===== src/rtl/gear_shift_controller.sv =====
// Transmission selector sequencer: P/R/N/D with brake/speed interlocks, timed neutral transit,
// low-gear hold with manual limit up/down. Async active-high reset; all outputs are registered.
module gear_shift_controller #(
  parameter int          SHIFT_TICKS    = 4,
  parameter int          PARK_SPEED_MAX = 0,
  parameter logic [3:0]  KEY_UP         = 4'd2,
  parameter logic [3:0]  KEY_DOWN       = 4'd8,
  parameter int          STEP_KMH       = 30
) (
  input  logic       clk,
  input  logic       rst,
  input  logic       engine_on,
  input  logic       tick_speed,
  input  logic       key_valid,
  input  logic [3:0] key_code,
  input  logic       is_brake_normal,
  input  logic       is_brake_hard,
  input  logic [7:0] speed,
  input  logic [2:0] gear_num,
  input  logic       low_mode_sw,
  output logic [3:0] current_gear,
  output logic       is_low_gear_mode,
  output logic [2:0] max_gear_limit,
  output logic       shift_busy,
  output logic       shift_reject,
  output logic [2:0] reject_code
);

  localparam logic [3:0] G_P = 4'd3;
  localparam logic [3:0] G_R = 4'd6;
  localparam logic [3:0] G_N = 4'd9;
  localparam logic [3:0] G_D = 4'd12;

  localparam logic [2:0] RC_BRAKE  = 3'd1;
  localparam logic [2:0] RC_SPEED  = 3'd2;
  localparam logic [2:0] RC_BUSY   = 3'd3;
  localparam logic [2:0] RC_ENGINE = 3'd4;

  localparam logic [3:0] COUNT_LAST = 4'(SHIFT_TICKS - 1);
  localparam logic [7:0] PARK_MAX   = 8'(PARK_SPEED_MAX);

  typedef enum logic {
    ST_IDLE,
    ST_TRANSIT
  } state_t;

  state_t     state_q, state_d;
  logic [3:0] gear_q, gear_d;
  logic [3:0] target_q, target_d;
  logic [3:0] count_q, count_d;
  logic       busy_q, busy_d;
  logic       reject_q, reject_d;
  logic [2:0] rcode_q, rcode_d;
  logic       low_q, low_d;
  logic [2:0] limit_q, limit_d;
  logic       engine_q;

  logic       brake;
  logic       is_sel;
  logic       engine_fall;
  logic       low_raw;
  logic [2:0] limit_dn;
  logic [8:0] down_thresh;
  logic [2:0] gear_clamped;
  logic       rej;
  logic [2:0] rej_code;

  always_ff @(posedge clk or posedge rst) begin
    if (rst) begin
      state_q  <= ST_IDLE;
      gear_q   <= G_P;
      target_q <= G_P;
      count_q  <= 4'd0;
      busy_q   <= 1'b0;
      reject_q <= 1'b0;
      rcode_q  <= 3'd0;
      low_q    <= 1'b0;
      limit_q  <= 3'd6;
      engine_q <= 1'b0;
    end else begin
      state_q  <= state_d;
      gear_q   <= gear_d;
      target_q <= target_d;
      count_q  <= count_d;
      busy_q   <= busy_d;
      reject_q <= reject_d;
      rcode_q  <= rcode_d;
      low_q    <= low_d;
      limit_q  <= limit_d;
      engine_q <= engine_on;
    end
  end

  always_comb begin
    state_d      = state_q;
    gear_d       = gear_q;
    target_d     = target_q;
    count_d      = count_q;
    busy_d       = busy_q;
    reject_d     = 1'b0;
    rcode_d      = rcode_q;
    low_d        = low_q;
    limit_d      = limit_q;
    rej          = 1'b0;
    rej_code     = 3'd0;

    brake        = is_brake_normal | is_brake_hard;
    is_sel       = (key_code == G_P) || (key_code == G_R) ||
                   (key_code == G_N) || (key_code == G_D);
    engine_fall  = engine_q & ~engine_on;
    low_raw      = low_mode_sw & (gear_q == G_D) & ~busy_q;
    limit_dn     = (limit_q <= 3'd1) ? 3'd1 : limit_q - 3'd1;
    down_thresh  = 9'(STEP_KMH) * {6'd0, limit_dn};
    gear_clamped = (gear_num == 3'd0) ? 3'd1 :
                   (gear_num > 3'd6)  ? 3'd6 : gear_num;

    if (engine_fall) begin
      // Losing the engine drops straight to Park and abandons any transit.
      state_d = ST_IDLE;
      gear_d  = G_P;
      busy_d  = 1'b0;
      count_d = 4'd0;
      low_d   = 1'b0;
      limit_d = 3'd6;
    end else begin
      case (state_q)
        ST_IDLE: begin
          if (key_valid) begin
            if (is_sel) begin
              if (key_code == gear_q) begin
                rej = 1'b0;
              end else if (!engine_on) begin
                rej = 1'b1; rej_code = RC_ENGINE;
              end else if (gear_q == G_P && !brake) begin
                rej = 1'b1; rej_code = RC_BRAKE;
              end else if ((key_code == G_P || key_code == G_R) && speed > PARK_MAX) begin
                rej = 1'b1; rej_code = RC_SPEED;
              end else if (key_code == G_D && gear_q == G_R && speed > PARK_MAX) begin
                rej = 1'b1; rej_code = RC_SPEED;
              end else begin
                target_d = key_code;
                gear_d   = G_N;
                busy_d   = 1'b1;
                count_d  = 4'd0;
                state_d  = ST_TRANSIT;
              end
            end else if (key_code == KEY_UP && low_q) begin
              limit_d = (limit_q >= 3'd6) ? 3'd6 : limit_q + 3'd1;
            end else if (key_code == KEY_DOWN && low_q) begin
              if ({1'b0, speed} < down_thresh) begin
                limit_d = limit_dn;
              end else begin
                rej = 1'b1; rej_code = RC_SPEED;
              end
            end
          end
        end
        ST_TRANSIT: begin
          if (tick_speed) begin
            if (count_q == COUNT_LAST) begin
              gear_d  = target_q;
              busy_d  = 1'b0;
              state_d = ST_IDLE;
            end else begin
              count_d = count_q + 4'd1;
            end
          end
          if (key_valid) begin
            rej = 1'b1; rej_code = RC_BUSY;
          end
        end
        default: state_d = ST_IDLE;
      endcase

      // Mode entry latches the present gear as the ceiling; leaving it restores the full range.
      low_d = low_raw;
      if (low_raw && !low_q) begin
        limit_d = gear_clamped;
      end else if (!low_raw) begin
        limit_d = 3'd6;
      end
    end

    if (rej) begin
      reject_d = 1'b1;
      rcode_d  = rej_code;
    end
  end

  assign current_gear     = gear_q;
  assign is_low_gear_mode = low_q;
  assign max_gear_limit   = limit_q;
  assign shift_busy       = busy_q;
  assign shift_reject     = reject_q;
  assign reject_code      = rcode_q;

endmodule


===== config.mk =====
export PLATFORM = sky130hd
export DESIGN_NAME = gear_shift_controller
export DESIGN_NICKNAME = d
export VERILOG_FILES = /design/src/rtl/gear_shift_controller.sv
export SDC_FILE = /design/constraint.sdc
export NUM_CORES = 1
export LEC_CHECK = 0
export BUFFER_PORTS_ARGS = -buffer_cell sky130_fd_sc_hd__buf_4
export CAP_MARGIN = 40
export CORE_ASPECT_RATIO = 0.75
export CORE_UTILIZATION = 50
export DETAILED_ROUTE_END_ITERATION = 8
export PLACE_DENSITY = 0.77
export SLEW_MARGIN = 25
export SYNTH_ARGS = -nofsm -noshare
export SYNTH_HDL_FRONTEND = slang
export SYNTH_SLANG_ARGS = --single-unit

===== constraint.sdc =====
create_clock -name clk -period 3.5 [get_ports clk]
set_input_delay 0.35 -clock clk [delete_from_list [all_inputs] [get_ports clk]]
set_output_delay 0.35 -clock clk [all_outputs]
set_load 0.005 [all_outputs]

==> results of run 1 <==
cells in the final DEF, fill, tap and decap left out, types with 6 or more instances in the layout:
cell type,instances
ha_1,7
dfstp_2,6
nor2b_1,6
a21oi_1,11
buf_4,52
mux2_4,6
nand2b_1,6
nor2_1,11
nand2_1,16
dfrtp_1,17
inv_1,17
worst register-to-register path, cell delays in order (launching register included):
cell and delay (ns):
dfstp_2 0.54, inv_2 0.05, ha_4 0.26, o21bai_4 0.12
inv_2 0.06, fa_1 0.54, inv_2 0.05, fa_2 0.37
xnor2_2 0.14, ha_1 0.30, a211o_1 0.30, a21oi_2 0.15
and3b_1 0.19, o221ai_2 0.11, nand3_2 0.13, mux2_4 0.30
path summary, 6_finish.rpt:
kind	to	slack [ns]	cells after the start
max	max_gear_limit[0]	-0.22	15
min	target_q[3]	0.03	2
max reg2reg	max_gear_limit[0]	-0.22	15
min reg2reg	target_q[3]	0.52	1
max in group asynchronous	target_q[1]	2.99	3
min in group clk	engine_q	0.28	1
what timing repair did:
item	in CTS	in global routing
pin swaps	7	3
buffers inserted	5	1
cloned	0	0
setup endpoints to repair	6	7
resized for setup	6	6
power breakdown:
group / total (mW) / switching, mW / leakage [nW] / internal [mW]
sequential: 0.442 / 0.0812 / 0.281 / 0.361
combinational: 0.375 / 0.174 / 0.795 / 0.201
clock: 0.166 / 0.0867 / 0.0255 / 0.0796
total: 0.984 / 0.342 / 1.10 / 0.642
cell type report:
cell class                      count  share of cell area (%)
Multi-Input combinational cell    143                    50.6
Sequential cell                    23                    24.7
Timing Repair Buffer               53                    17.2
Inverter                           21                    3.35
Tap cell                           40                    2.12
Clock buffer                        3                    1.75
Clock inverter                      1                   0.212
registers in the layout, indices dropped and copies added (netlist names):
register          flops
count_q               4
current_gear          4
engine_q              1
is_low_gear_mode      1
max_gear_limit        3
reject_code           3
shift_busy            1
shift_reject          1
state_q               1
target_q              4
Yosys cell counts, drive strengths merged, types with 2 or more instances:
library cell	n	share of area, %
a22o	2	0.99
o221ai	2	0.99
o21ai	6	1.9
nand2b	6	2.1
nand2	18	4.4
dfstp	6	8.9
fa	3	3.4
a31oi	3	1.1
o22ai	2	1.1
nor4b	3	3.2
and3	4	1.8
nor2b	6	2.1
inv	21	4.4
mux2	6	4.4
nand3	5	1.4
a211oi	2	0.84
dfrtp	17	24
clkbuf	3	0.70
nor4	3	1.1
a311o	3	1.7
nor3	3	0.84
xnor2	5	2.5
nor2	12	2.5
mux2i	3	1.7
ha	9	6.3
a21oi	15	4.9
o21a	3	1.3
per-layer routing:
layer / global-route usage [%] / routed length, µm / share of wire, %
met1: 32.5 / 2090 / 48
met2: 42.9 / 2010 / 46
met3: 5.24 / 201 / 4.7
met4: 6.00 / 14 / 0.32
met5: 0 / 0 / 0
kinds of logic (layout without fill, tap and decap cells):
group,Yosys count,after routing,share of synthesized area (%)
compound gates,48,48,19.8
xor+xnor,5,5,2.46
fa+ha+maj,13,13,10.3
buf+inv,25,78,5.42
flops,23,23,32.8
mux,9,9,6.12
simple gates,68,68,23.1
metrics by stage:
step	TNS (ns)	utilization, %	power [mW]	hold slack (ns)
after global routing	-1.95	70.7	1.05	0.0439
after floorplan	-0.393	-	0.656	0.347
after detailed placement	-0.797	66.3	0.805	0.333
after CTS	-0.623	69.6	0.981	0.0333
final	-0.711	70.7	0.984	0.0285
after global placement	-0.349	65.8	0.786	0.490
==> results_dict.tcl, run 1 <==
set metrics [dict create \
    crit_chain "inv_2 > ha_4 > o21bai_4 > inv_2 > fa_1 > inv_2 > fa_2 > xnor2_2 > ha_1 > a211o_1 > a21oi_2 > and3b_1 > o221ai_2 > nand3_2 > mux2_4" \
    cts_tree "yes" \
    grt_overflow 0 \
    syn_to_final_growth_pct 32.5 \
    clk_path_buf_depth 2 \
    placed_cells 274 \
    cp_max_fo 3 \
    synth.distinct_cells 57 \
    crit_slowest_cell "dfstp_2" \
    holdCritPathClass "in -> async" \
    ys.flop_type "dfrtp_1" \
    io_buffer_count 35 \
    cp-start-kind "flip-flop" \
    async_flop_share_pct 100 \
    final_area_mm2 0.00236 \
    crit_path_start "max_gear_limit[1]" \
    grt_pass1_vias 1616 \
    pin_count 36 \
    wire_per_inst_um 15.2 \
    nets 280 \
    root_buffer "clkbuf_8" \
    reg2reg_from "max_gear_limit[1]" \
    ir_drop_v 0.000313 \
    path_common_cell "inv_2" \
    fmax_ghz 0.269 \
    synthesis.area_mm2 0.00178 \
    coreArea_mm2 0.00333 \
    gp_congestion 0.843 \
    endpoint_kind "flip-flop" \
    routed_wl_um 4320 \
    drt_first_pass_iters 6 \
    dpl_worst_slack_ns -0.256 \
    crit_family "adder cells" \
    violations "negative setup slack" \
    drv_cap 0 \
    p_leak_nw 1.10 \
    start_util_pct 53.3 \
    drt_iter0_drc 89 \
    timing.critical_path.buf_inv 3 \
    viasPerCell 5.68 \
    fillers 260 \
    drv_slew 0 \
    avgSynthCellArea_um2 9.31 \
    setup_viol 6 \
    yosys_warnings 0 \
    powerDensity_mw_per_mm2 417 \
    clock_latency_ns 0.27 \
    diodes 0 \
    die_w_um 70.9 \
    route.detailed.drc 0 \
    tightest_slew_ns 0.448 \
    cts_sinks 23 \
    cts-buffers-inserted 3 \
    yosysSeqAreaShare_pct 32.8 \
    rows 18 \
    drive_above_1_share_pct 40.6 \
    die-area_mm2 0.00380 \
    clock_skew_ns 0.00243 \
    seqCellArea_um2 583 \
    critPathRequiredTime_ns 3.66 \
    multi_input_area_mm2 0.00119 \
    hold_buffers 0 \
    vias 1613 \
    synth_seq_cells 23 \
    antenna_left 0 \
    grt_use_total_pct 24.8 \
    grt_pass1_wl_um 7310 \
    hold_violations 0 \
    slowest_delay_ns 0.54 \
    arrival_ns 3.87 \
    dp_hpwl_um 3450 \
    rsz0062_at_grt "yes" \
    crit_type "reg -> reg" \
    timing.final.crit_share_pct 106 \
    status "finished, violations left" \
    relSlewSlack_pct 70.0 \
    post_dp_cell_area_mm2 0.00221 \
    fin_ws_ns -0.216 \
    syn_nets 226 \
    fin_crit_ns 3.72 \
    cts.clk_slew.worst_paths_ns 0.08 \
    cts-htree-levels 1 \
    synth_cells 191 \
    fin_cells 284 \
    die_y_um 53.6 \
    grt_max_degree 17 \
    synth-edff-count 0 \
    antenna_found_initial 0 \
]
No activity file was read; power rests on OpenSTA's default activity.
==> run 2, diff against run 1 <==
--- a/config.mk
+++ b/config.mk
@@ -9,8 +9,11 @@
 export CAP_MARGIN = 40
 export CORE_ASPECT_RATIO = 0.75
 export CORE_UTILIZATION = 50
+export CTS_CLUSTER_SIZE = 40
 export DETAILED_ROUTE_END_ITERATION = 8
+export HOLD_SLACK_MARGIN = 0.15
 export PLACE_DENSITY = 0.77
+export SKIP_LAST_GASP = 1
 export SLEW_MARGIN = 25
 export SYNTH_ARGS = -nofsm -noshare
 export SYNTH_HDL_FRONTEND = slang
==> run 2 against run 1 <==
Net effect: largest cell class unchanged; first-iteration DRC count increased by 27%; wire length about the same; the flow still finishes with violations (negative setup slack); clock skew decreased by 0.00052 ns.
==> results_dict.tcl, run 2 (synthesis results as in run 1) <==
set metrics [dict create \
    status "finished, violations left" \
    violations "negative setup slack" \
    cts-htree-levels 1 \
    timing.critical_path.buf_inv 3 \
    antenna_left 0 \
    endpoint_kind "flip-flop" \
    clock_latency_ns 0.27 \
    die-area_mm2 0.00380 \
    grt_pass1_wl_um 7330 \
    drv_cap 0 \
    timing.final.crit_share_pct 107 \
    grt_pass1_vias 1628 \
    viasPerCell 5.72 \
    cp_max_fo 3 \
    arrival_ns 3.90 \
    hold_violations 0 \
    reg2reg_from "max_gear_limit[1]" \
    ir_drop_v 0.000313 \
    drt_iter0_drc 113 \
    internal_power_mw 0.643 \
    setup_viol 6 \
    cts_tree "yes" \
    crit_family "adder cells" \
    die_w_um 70.9 \
    fin_ws_ns -0.239 \
    root_buffer "clkbuf_8" \
    grt_max_degree 17 \
    cts-buffers-inserted 3 \
    pwr-share-seq_pct 44.9 \
    crit_path_start "max_gear_limit[1]" \
    tightest_slew_ns 0.446 \
    gp_congestion 0.843 \
    dp_hpwl_um 3450 \
    rsz0062_at_grt "yes" \
    hold_start "engine_on" \
    crit_slowest_cell "dfstp_2" \
    nets 281 \
    drive_above_1_share_pct 40.4 \
    route.detailed.drc 0 \
    final_cell_mix "buf_4, inv_1, dfrtp_1" \
    cts_sinks 23 \
    slowest_delay_ns 0.54 \
    layout.cells.most_common "buf_4" \
    drt_first_pass_iters 6 \
    clk_path_buf_depth 2 \
    grt_overflow 0 \
    vias 1630 \
    critPathRequiredTime_ns 3.66 \
    wire_per_inst_um 15.2 \
    fillers 261 \
    holdCritPathClass "in -> reg" \
    io_buffer_count 35 \
    grt_use_total_pct 24.9 \
    pin_count 36 \
    relSlewSlack_pct 70.1 \
    cp-start-kind "flip-flop" \
    power_frac_comb_pct 38.2 \
    diodes 0 \
    whs_ns 0.278 \
    antenna_found_initial 0 \
    rows 18 \
    coreArea_mm2 0.00333 \
    start_util_pct 53.3 \
    p_leak_nw 1.10 \
    pwr-share-clk_pct 16.9 \
    powerDensity_mw_per_mm2 417 \
    die_y_um 53.6 \
    path_common_cell "inv_2" \
    fin_crit_ns 3.74 \
    routed_wl_um 4320 \
    crit_chain "inv_2 > ha_4 > o21bai_4 > inv_2 > fa_1 > inv_2 > fa_2 > xnor2_2 > ha_1 > a211o_1 > a21oi_2 > and3b_1 > o221ai_2 > nand3_2 > mux2_2" \
    clock_skew_ns 0.00191 \
    p_sw_share_pct 34.7 \
    cts.clk_slew.worst_paths_ns 0.08 \
    power.switching_mw 0.342 \
    fmax_ghz 0.267 \
    drv_slew 0 \
    p_total_mw 0.985 \
    crit_type "reg -> reg" \
    syn_to_final_growth_pct 32.9 \
]
[run 2: power groups by stage]
stage / logic, mW / registers (mW) / clock network, mW
after floorplan: 0.232 / 0.424 / 0
after global placement: 0.345 / 0.441 / 0
after detailed placement: 0.360 / 0.445 / 0
after CTS: 0.368 / 0.440 / 0.173
after global routing: 0.418 / 0.452 / 0.183
final: 0.376 / 0.442 / 0.166
[run 2: worst reg2reg max path, cell delays in order (launching register included)]
cell      delay (ns)
dfstp_2         0.54
inv_2           0.05
ha_4            0.26
o21bai_4        0.12
inv_2           0.06
fa_1            0.54
inv_2           0.05
fa_2            0.37
xnor2_2         0.14
ha_1            0.30
a211o_1         0.30
a21oi_2         0.15
and3b_1         0.19
o221ai_2        0.11
nand3_2         0.13
mux2_2          0.33
[run 2: final timing paths]
path,end,slack [ns],cells after the start
worst max register to register,max_gear_limit[0],-0.24,15
max in group asynchronous,target_q[1],2.43,4
worst min-delay path,engine_q,0.28,1
worst min register to register,target_q[3],0.52,1
worst max-delay path,max_gear_limit[0],-0.24,15
min in group asynchronous,target_q[3],0.58,3
[run 2: repair_timing]
action | 4_1_cts | 5_1_grt
setup endpoints to repair | 6 | 7
hold buffers | 1 | 0
cloned | 0 | 0
buffers inserted | 5 | 1
pin swaps | 7 | 3
gates resized for setup | 6 | 5
endpoints found under the hold margin | 5 | 0
[run 2: layout make-up]
type                       instances  area (µm²)  share of cell area, %
clock buffer                       3        41.3                   1.75
tap                               40        50.0                   2.12
inverter                          21        78.8                   3.34
sequential                        23         583                   24.7
multi-input combinational        143        1190                   50.3
timing repair buffer              54         415                   17.6
clock inverter                     1        5.00                  0.212
[run 2: metrics by stage]
step	worst slack (ns)	utilization (%)	TNS (ns)	cells	instance area [µm²]
2_1_floorplan	-0.212	-	-0.393	191	1820
3_3_place_gp	-0.137	65.8	-0.349	273	2190
3_5_place_dp	-0.256	66.3	-0.797	274	2210
4_1_cts	-0.239	69.9	-0.623	284	2330
5_1_grt	-0.426	70.9	-1.93	285	2360
6_report	-0.239	70.9	-0.728	285	2360
[run 2: routing by layer]
metal | GRT usage, % | part of all wire [%] | up-vias
li1 | - | - | 796
met1 | 32.5 | 48 | 785
met2 | 43.3 | 47 | 46
met3 | 5.24 | 4.9 | 3
met4 | 6.00 | 0.32 | 0
met5 | 0 | 0 | -
